## src/rtl/uart_pkg.sv

```systemverilog
// uart_pkg: shared constants and state encoding for the UART frame parser.
package uart_pkg;
  localparam logic [7:0] SYNC_BYTE = 8'hA5;
  localparam int DEF_MAX_LEN = 32;
  typedef enum logic [2:0] {S_IDLE, S_LEN, S_PAYLOAD, S_CHECK, S_DRAIN} state_t;
endpackage

```

## src/rtl/frame_buffer.sv

```systemverilog
// frame_buffer: MAX_LEN x 8 payload store, one write port, asynchronous read.
module frame_buffer #(
  parameter int MAX_LEN = 32,
  parameter int IW = 5
) (
  input  logic          clk,
  input  logic          i_we,
  input  logic [IW-1:0] i_waddr,
  input  logic [7:0]    i_wdata,
  input  logic [IW-1:0] i_raddr,
  output logic [7:0]    o_rdata
);
  logic [7:0] r_mem [MAX_LEN];
  always_ff @(posedge clk)
    if (i_we) r_mem[i_waddr] <= i_wdata;
  assign o_rdata = r_mem[i_raddr];
endmodule

```

## src/rtl/uart_frame_parser.sv

```systemverilog
// uart_frame_parser: extracts A5/LEN/payload/XOR-checksum frames and streams the payload.
// Define PARSER_TIMEOUT_EN to abort frames after TIMEOUT_CYCLES of inter-byte silence.
module uart_frame_parser
  import uart_pkg::*;
#(
  parameter int MAX_LEN = DEF_MAX_LEN,
  parameter int TIMEOUT_CYCLES = 208320
) (
  input  logic       clk,
  input  logic       rst_n,
  input  logic       axiiv,
  input  logic [7:0] axiid,
  output logic       axiov,
  output logic [7:0] axiod,
  output logic       axiol,
  input  logic       axiir,
  output logic       frame_ok,
  output logic       frame_err,
  output logic       busy
);
  localparam int CW = $clog2(MAX_LEN + 1);
  localparam int IW = MAX_LEN > 1 ? $clog2(MAX_LEN) : 1;
  localparam logic [7:0] MAX_B = 8'(MAX_LEN);
  state_t r_state, w_next;
  logic [CW-1:0] r_len, r_idx;
  logic [7:0] r_xor, w_rdata;
  logic r_ok, r_err, w_ok, w_err, w_last, w_xfer, w_we, w_tmo;
  assign w_last = r_idx == r_len - CW'(1);
  assign w_xfer = r_state == S_DRAIN && axiir;
  assign w_we = r_state == S_PAYLOAD && axiiv;
`ifdef PARSER_TIMEOUT_EN
  localparam int TW = $clog2(TIMEOUT_CYCLES + 1);
  logic [TW-1:0] r_tmo;
  logic w_run;
  assign w_run = r_state == S_LEN || r_state == S_PAYLOAD || r_state == S_CHECK;
  assign w_tmo = w_run && !axiiv && r_tmo == TW'(TIMEOUT_CYCLES - 1);
  always_ff @(posedge clk)
    if (!rst_n) r_tmo <= '0;
    else r_tmo <= (axiiv || !w_run || w_tmo) ? '0 : r_tmo + TW'(1);
`else
  assign w_tmo = 1'b0;
`endif
  always_comb begin
    w_next = r_state;
    w_ok = 1'b0;
    w_err = 1'b0;
    if (w_tmo) begin
      w_next = S_IDLE;
      w_err = 1'b1;
    end else begin
      case (r_state)
        S_IDLE:    if (axiiv && axiid == SYNC_BYTE) w_next = S_LEN;
        S_LEN:     if (axiiv) begin
                     w_err = axiid == 8'h00 || axiid > MAX_B;
                     w_next = w_err ? S_IDLE : S_PAYLOAD;
                   end
        S_PAYLOAD: if (axiiv && w_last) w_next = S_CHECK;
        S_CHECK:   if (axiiv) begin
                     w_ok = axiid == r_xor;
                     w_err = !w_ok;
                     w_next = w_ok ? S_DRAIN : S_IDLE;
                   end
        S_DRAIN:   if (w_xfer && w_last) w_next = S_IDLE;
        default:   w_next = S_IDLE;
      endcase
    end
  end
  // Index restarts on every state change: payload fill and drain both count from 0.
  always_ff @(posedge clk) begin
    if (!rst_n) begin
      r_state <= S_IDLE;
      r_len <= '0;
      r_idx <= '0;
      r_xor <= 8'h00;
      r_ok <= 1'b0;
      r_err <= 1'b0;
    end else begin
      r_state <= w_next;
      r_ok <= w_ok;
      r_err <= w_err;
      if (r_state == S_LEN && axiiv) begin
        r_len <= axiid[CW-1:0];
        r_xor <= axiid;
      end
      if (w_we) r_xor <= r_xor ^ axiid;
      r_idx <= (w_next != r_state) ? '0 : (w_we || w_xfer) ? r_idx + CW'(1) : r_idx;
    end
  end
  frame_buffer #(.MAX_LEN(MAX_LEN), .IW(IW)) u_buf (
    .clk    (clk),
    .i_we   (w_we),
    .i_waddr(r_idx[IW-1:0]),
    .i_wdata(axiid),
    .i_raddr(r_idx[IW-1:0]),
    .o_rdata(w_rdata)
  );
  assign axiov = r_state == S_DRAIN;
  assign axiod = axiov ? w_rdata : 8'h00;
  assign axiol = axiov && w_last;
  assign frame_ok = r_ok;
  assign frame_err = r_err;
  assign busy = r_state != S_IDLE;
endmodule

```

## config.mk

```make
export PLATFORM = sky130hd
export DESIGN_NAME = uart_frame_parser
export DESIGN_NICKNAME = d
export VERILOG_FILES = /design/src/rtl/uart_pkg.sv /design/src/rtl/frame_buffer.sv /design/src/rtl/uart_frame_parser.sv
export SDC_FILE = /design/constraint.sdc
export NUM_CORES = 1
export LEC_CHECK = 0
export CAP_MARGIN = 20
export CORE_AREA = 10 10 171 173
export DETAILED_ROUTE_END_ITERATION = 8
export DIE_AREA = 0 0 181 183
export GPL_ROUTABILITY_DRIVEN = 0
export GPL_TIMING_DRIVEN = 0
export PLACE_DENSITY = 0.66
export SLEW_MARGIN = 20
export SYNTH_ARGS = -nofsm -noshare
export SYNTH_HDL_FRONTEND = slang
export SYNTH_SLANG_ARGS = --single-unit
```

## constraint.sdc

```tcl
create_clock -name clk -period 3.3 [get_ports clk]
set_input_delay 0.66 -clock clk [delete_from_list [all_inputs] [get_ports clk]]
set_output_delay 0.66 -clock clk [all_outputs]
set_load 0.01 [all_outputs]
```

# Word level (Yosys, flattened, before mapping)
# Memories as Yosys holds them, arrays and structs flattened. A register that Yosys moved wholly into a read port is not among the register bits.
# Cells that the tools add are included.
# word_totals
reg_bits,25
mem_bits_rw,256
inputBits,12
out_inout_bits,13
memories,1
# classes
add_sub_neg,2
order_cmp,1
eq_ne,8
muxes,18
bitwise_logic,2
reduce_logical,16
# mem_list
name,words,width,read_ports,rd_ports_with_merged_regs,wr,line_no,source
u_buf.r_mem,32,8,1,1,1,frame_buffer.sv:13,logic [7:0] r_mem [MAX_LEN];
# op_table
op,count
two-way mux 8 bit,3
two-way mux 3 bit,6
case mux 3 bit (5 select lines),1
two-way mux 5 bit,2
equality test 8 bit,1
"equality test 8 bit, second input constant",1
"greater-than comparator 8 x 6 -> 1 bit, second input constant",1
zero test 8 bit,1
XOR 8 bit,1
logical AND 1 bit,7
"adder 6 x 1 -> 6 bit, second input constant",1
"equality test 3 x 2 -> 1 bit, second input constant",2
equality test 6 bit,1
"subtractor 6 x 1 -> 6 bit, second input constant",1
two-way mux 1 bit,4
"equality test 3 x 1 -> 1 bit, second input constant",1
"equality test 3 bit, second input constant",1
zero test 3 bit,1
!= test 3 bit,1
AND reduction 3 bit,1
nonzero test 3 bit,1
logical OR 1 bit,2
two-way mux 2 bit,1
case mux 1 bit (2 select lines),1
4 further kinds,4

# Depth between registers and ports, before layout
# Gate-level depths: netlist of run 1.
# depth
word_depth,8
mapped_depth,7
ltp_nobuf,7

# Cells and area by module
# A second synthesis of run 1 with hierarchy kept.
# hier_totals
hier_cells,606
hier_area_um2,11439.7
# modules_own_cells
module,n_inst,cells_each,area_each_um2
frame_buffer,1,409,9893.2
uart_frame_parser,1,197,1546.5

# Worst setup path before layout of run 1
# No wires, ideal clock.
# synth_timing
path_type,reg2out
start,register (tool-made name)
end,output port axiod[5]
arrival_time_ns,1.956
required_time_ns,2.640
path_slack_ns,0.684
path_stages_with_launch,8
path_buffers,2
path_cell_list,dfxtp_1 clkbuf_1 buf_2 mux4_2 a22oi_1 nand2_1 a21oi_1 nor2_1
# synth_lines
element,line_no,source
to (decl),uart_frame_parser.sv:14,"output logic [7:0] axiod,"

==> impl_metrics.yaml, run 1 <==
run_status:
  status: "complete, no violations"
finish:
  nets: 733
  diodes: 0
  area_growth_pct: 16.4
  layout-drive-gt1-share_pct: 28.1
critical_path:
  cp.required_ps: 2640
  reg2reg_from: "r_state[0]"
  cp-start-kind: "flip-flop"
  arrival_ps: 2640
  endpoint_kind: "output port"
  crit_type: "reg -> out"
  critPathMaxFanout: 8
global_route:
  grt_usage_pct: 15.3
  grt_max_degree: 40
  antenna_found_initial: 0
  grt_pass1_vias: 6492
  overflow: 0
  grt_pass1_wl_um: 39700
power_and_ir_drop:
  power_mw: 7.13
  sw_frac_of_total_pct: 19.8
  p_comb_share_pct: 2.0
  switching_power_mw: 1.41
  power.internal_mw: 5.72
  p_leak_nw: 4.16
  powerDensity_mw_per_mm2: 535
  power_frac_seq_pct: 55.3
  power_frac_clock_pct: 42.8
  ir_drop_uv: 397
die:
  rows: 59
  start_util_pct: 44.4
  die_x_um: 181
  dieArea_mm2: 0.0331
  fp.coreArea_mm2: 0.0258
  chipHeight_um: 183
  num_io_pins: 25
detailed_routing:
  vias: 6311
  drc_errors: 0
  ant_nets: 0
  avgViaCountPerCell: 5.89
  dr.pass1.iters: 5
  routedWlPerCell_um: 24.1
  drtIter0Drc: 657
  routed_wl_um: 25900
timing:
  setup_violations: 0
  worstMarginPinSlew_ps: 806
  maxSlewHeadroom_pct: 46.3
  final_max_slew_viol_count: 0
  tns_ps: 0
  layout_min_cycle_time_ps: 3300
  fmax_mhz: 303
  final_hold_viol_count: 0
  finClkSkew_ps: 11.8
  timing.final.crit_share_pct: 99.9
  rsz0062_at_grt: "yes"
  whs_ps: 505
flow_run:
  max_cap_viol_count: 0
clock_network:
  cts_tree: "built"
  clk_pin_slew_worst_paths_ps: 60
  h-tree-depth: 1
  cts_root_buffer: "clkbuf_16"
  cts_sinks: 286
  postCtsHoldBufs: 0
  clk_latency_ps: 540
  cts_buffers: 28
  cts_buffer_depth: 3
placed_design:
  numPortBuffers: 24
  dp_hpwl_um: 16200
synth:
  synthesis.area_mm2: 0.0115
  synth.distinct_cells: 44
  synthCells: 653
  synth-seq-cells: 286
  syn-num-nets: 670
  synth_top_area_cell: "edfxtp_1"
  yosys-top-cells-area: "edfxtp_1 67%, mux4_2 13%, dfxtp_1 5.2%"
  ys_async_sr_fraction_pct: 0
  synth_top_area_share_pct: 67.1
  seq_area_frac_synth_pct: 72.4
  synth_flop_cell: "edfxtp_1"
  yosys_warnings: 0
  synth_edf_count: 256
  avgSynthCellArea_um2: 17.5
worst_hold_path:
  min_from: "r_xor[6]"
  hold_class: "reg -> reg"
[power by group through the flow]
stage          sequential, mW  combinational (mW)  clock (mW)
6_report                 3.94               0.141        3.05
5_1_grt                  3.94               0.154        3.23
4_1_cts                  3.94               0.142        3.08
3_5_place_dp             4.02               0.141           0
3_3_place_gp             4.02               0.135           0
2_1_floorplan            4.02              0.0468           0
[synthesized netlist by cell type, drive strengths merged, types with 2 or more instances]
cell / number
edfxtp: 256
mux4: 64
nor2: 64
a21oi: 36
a22oi: 32
dfxtp: 30
clkbuf: 25
nand2: 22
xnor2: 16
o21ai: 13
buf: 10
inv: 8
a31oi: 6
mux2i: 6
nand3b: 6
nor3: 6
ha: 5
nand4: 5
nor2b: 4
or3: 4
nand2b: 3
nand3: 3
xor2: 3
a311oi: 2
and2: 2
and3b: 2
and4: 2
o21a: 2
o41ai: 2
[cells in the final DEF (no fill, tap or decap), drive strengths merged, types with 2 or more instances in the layout]
cell type        n
edfxtp         256
mux4            64
nor2            64
clkbuf          57
a21oi           36
buf             33
a22oi           32
dfxtp           30
nand2           22
clkinv          17
xnor2           16
o21ai           13
inv              8
clkdlybuf4s50    7
nand3b           6
a31oi            6
nor3             6
mux2i            6
nand4            5
ha               5
or3              4
nor2b            4
nand3            3
nand2b           3
xor2             3
and2             2
and3b            2
and4             2
o41ai            2
a311oi           2
o21a             2
bufinv           2
clkinvlp         2
[area by class of cell]
cell class	count	area, um2
plain buffers	32	244
clock buffers	30	729
clock inverters	21	153
fillers	2023	12400
inverters	8	30.0
multi-input cells	324	3160
flip-flops and latches	286	8300
well taps	335	419
repair buffers	36	294
[per-stage QoR]
| stage | cells | util [%] | setup slack, ps | instance area (um2) |
|---|---|---|---|---|
| final | 1072 | 51.7 | 2.54 | 13300 |
| after floorplan | 653 | - | 684 | 11500 |
| after detailed placement | 1013 | 47.0 | -545 | 12100 |
| after global routing | 1072 | 51.7 | -85.8 | 13300 |
| after CTS | 1071 | 51.3 | 0.593 | 13200 |
| after global placement | 1012 | 47.0 | -639 | 12100 |
[logic make-up (layout without fill, tap and decap cells)]
family	Yosys count	after routing	share of synthesized area [%]
buffers and inverters	43	127	1.48
and+or+nand+nor	128	128	5.23
adders and majority gates	5	5	0.546
muxes	70	70	13.1
xor gates and xnor gates	19	19	1.45
DFF	286	286	72.4
AOI/OAI and AO/OA	102	102	5.80
[routing by layer]
metal	GRT usage (%)	vias up	share of wire (%)	wire length, um
li1	-	2756	-	-
met1	20.2	3251	41	10700
met4	4.17	0	2.1	544
met5	0	-	0	0
met3	2.56	45	6.9	1790
met2	25.9	259	50	12900
[worst paths after layout]
path | to | slack (ps) | cells after the start
worst max-delay path | axiod[2] | 3 | 9
worst min-delay path | r_xor[6] | 500 | 1
worst max register to register | u_buf.r_mem[26][3] | 440 | 5
worst min register to register | r_xor[6] | 500 | 1
[flip-flops by register name (all words and copies together), names as in the netlist, named ones only]
name / count
frame_err: 1
u_buf.r_mem: 256
r_idx: 6
r_xor: 8
frame_ok: 1
r_len: 6
r_state: 3
[worst max-delay path: stages, from the launching register on]
cell	delay, ps
dfxtp_4	380
buf_12	140
buf_12	140
buf_4	110
mux4_2	510
a22oi_2	280
nand2_1	130
a21oi_1	170
nor2_1	60
buf_2	170
[timing repair]
item,CTS,global route
setup buffers,9,2
resized for setup,78,48
pin swaps,8,9
setup endpoints to repair,9,166
No activity file was read; power rests on OpenSTA's default activity.
==> run 2, diff against run 1 <==
GPL_ROUTABILITY_DRIVEN = not set   (was 0)
==> results of run 2 <==
No change in the layout: final DEF, timing and power equal those of run 1.
==> run 3, diff against run 2 <==
SKIP_LAST_GASP = 1   (was not set)
clock period = 3.8 ns   (was 3.3 ns; I/O delays follow)
==> impl_metrics.yaml, run 3 (synthesis results as in run 1) <==
run_status:
  status: "complete, no violations"
power_and_ir_drop:
  ir_drop_uv: 346
  power.internal_mw: 4.97
  power_frac_seq_pct: 55.3
  p_comb_share_pct: 1.9
  p_leak_nw: 4.11
  power_frac_clock_pct: 42.8
  switching_power_mw: 1.22
  powerDensity_mw_per_mm2: 471
  power_mw: 6.19
  sw_frac_of_total_pct: 19.7
detailed_routing:
  ant_nets: 0
  vias: 6214
  drtIter0Drc: 648
  drc_errors: 0
  routed_wl_um: 25500
  avgViaCountPerCell: 5.82
  routedWlPerCell_um: 23.9
  dr.pass1.iters: 5
die:
  die_x_um: 181
  chipHeight_um: 183
  start_util_pct: 44.4
  rows: 59
  num_io_pins: 25
  fp.coreArea_mm2: 0.0258
  dieArea_mm2: 0.0331
worst_hold_path:
  whs_path_depth: 1
  hold_class: "reg -> reg"
  hold_end: "r_xor[6]"
  min_from: "r_xor[6]"
finish:
  layout-drive-gt1-share_pct: 20.5
  top_regs: "u_buf.r_mem (256), r_xor (8)"
  fillers: 2049
  final_common_cell: "edfxtp_1"
  fin_area_mm2: 0.0131
  multi_input_area_mm2: 0.00303
  final_cell_mix: "256 x edfxtp_1, 64 x nor2_1, 64 x mux4_2"
  top_register: "u_buf.r_mem"
  largest_register_ffs: 256
  nets: 728
  area_growth_pct: 14.6
  regArea_mm2: 0.00829
  diodes: 0
global_route:
  overflow: 0
  grt_pass1_vias: 6418
  grt_pass1_wl_um: 39300
  antenna_found_initial: 0
  grt_usage_pct: 15.2
  grt_max_degree: 40
timing:
  layout_setup_ws_ps: 57.5
  final_hold_viol_count: 0
  setup_violations: 0
  rsz0062_at_grt: "yes"
  final_max_slew_viol_count: 0
  layout_min_cycle_time_ps: 3740
  worstMarginPinSlew_ps: 898
  maxSlewHeadroom_pct: 39.9
  timing.final.crit_share_pct: 98.5
  tns_ps: 0
  finClkSkew_ps: 8.47
  fmax_mhz: 267
placed_design:
  post-place-ws_ps: -145
  numPortBuffers: 24
  gp_congestion: 0.855
  placed_area_mm2: 0.0121
  dp_hpwl_um: 16200
clock_network:
  cts_sinks: 286
  cts_tree: "built"
  clk_pin_slew_worst_paths_ps: 60
  h-tree-depth: 1
  clk_latency_ps: 540
  cts_root_buffer: "clkbuf_16"
  postCtsHoldBufs: 0
  cts_buffers: 28
  cts_buffer_depth: 3
critical_path:
  critPathMaxFanout: 10
  critPathSlowestCell: "mux4_2"
  critPathTopFamily: "buffers and inverters"
  endpoint_kind: "output port"
  cp_num_cells: 7
  crit_type: "reg -> out"
  reg2reg_slack_ps: 910
  worst-path-buf-inv: 2
  cp.required_ps: 3040
  arrival_ps: 2980
  reg2reg_from: "r_state[0]"
  cp_cell_sequence: "buf_8, mux4_2, a22oi_1, nand2_1, a21oi_1, nor2_1, clkdlybuf4s50_1"
  rr_worst_depth: 5
  reg2reg_to: "u_buf.r_mem[22][3]"
  cp-start-kind: "flip-flop"
  worst_path_largest_cell_delay_ps: 530
flow_run:
  max_cap_viol_count: 0
-- run 3: timing repair --
item	in CTS	in global routing
gates resized for setup	19	32
pin swaps	1	2
endpoints found under the setup margin	9	9
buffers inserted	0	5
-- run 3: stage by stage --
stage | utilization, % | cells | hold WS (ps)
floorplan | - | 653 | 469
global placement | 47.0 | 1012 | 484
detailed placement | 47.0 | 1013 | 493
CTS | 50.5 | 1062 | 505
global route | 50.9 | 1067 | 542
finish | 50.9 | 1067 | 505
-- run 3: routing by layer --
metal	GRT usage (%)	vias up	part of all wire, %
met5	0	-	0
met3	2.60	35	7.0
met4	4.07	0	1.7
li1	-	2746	-
met1	20.2	3187	42
met2	25.5	246	49
-- run 3: worst register-to-register path, stage by stage (launching register included) --
cell and delay (ps):
dfxtp_1 330, clkbuf_1 220, nor2_1 250, clkbuf_1 420
nand2_1 460, nor2_1 830
-- run 3: layout make-up --
class,instances,area share [%]
flip-flops and latches,286,63.2
multi-input cells,324,23.1
clock buffers,30,5.56
well taps,335,3.19
repair buffers,30,2.04
plain buffers,33,1.52
clock inverters,21,1.16
inverters,8,0.229
-- run 3: how the worst max path moves through the flow --
stage | to | slack [ps]
floorplan | axiod[5] | 1080
global placement | flip-flop | -240
detailed placement | axiod[0] | -150
CTS | axiod[7] | -40
global route | axiod[7] | -20
finish | axiod[1] | 60
-- run 3: power groups by stage --
stage / combinational, mW / clock (mW) / sequential [mW]
3_5_place_dp: 0.122 / 0 / 3.49
2_1_floorplan: 0.0407 / 0 / 3.49
3_3_place_gp: 0.117 / 0 / 3.49
6_report: 0.120 / 2.65 / 3.42
5_1_grt: 0.132 / 2.80 / 3.42
4_1_cts: 0.121 / 2.67 / 3.42
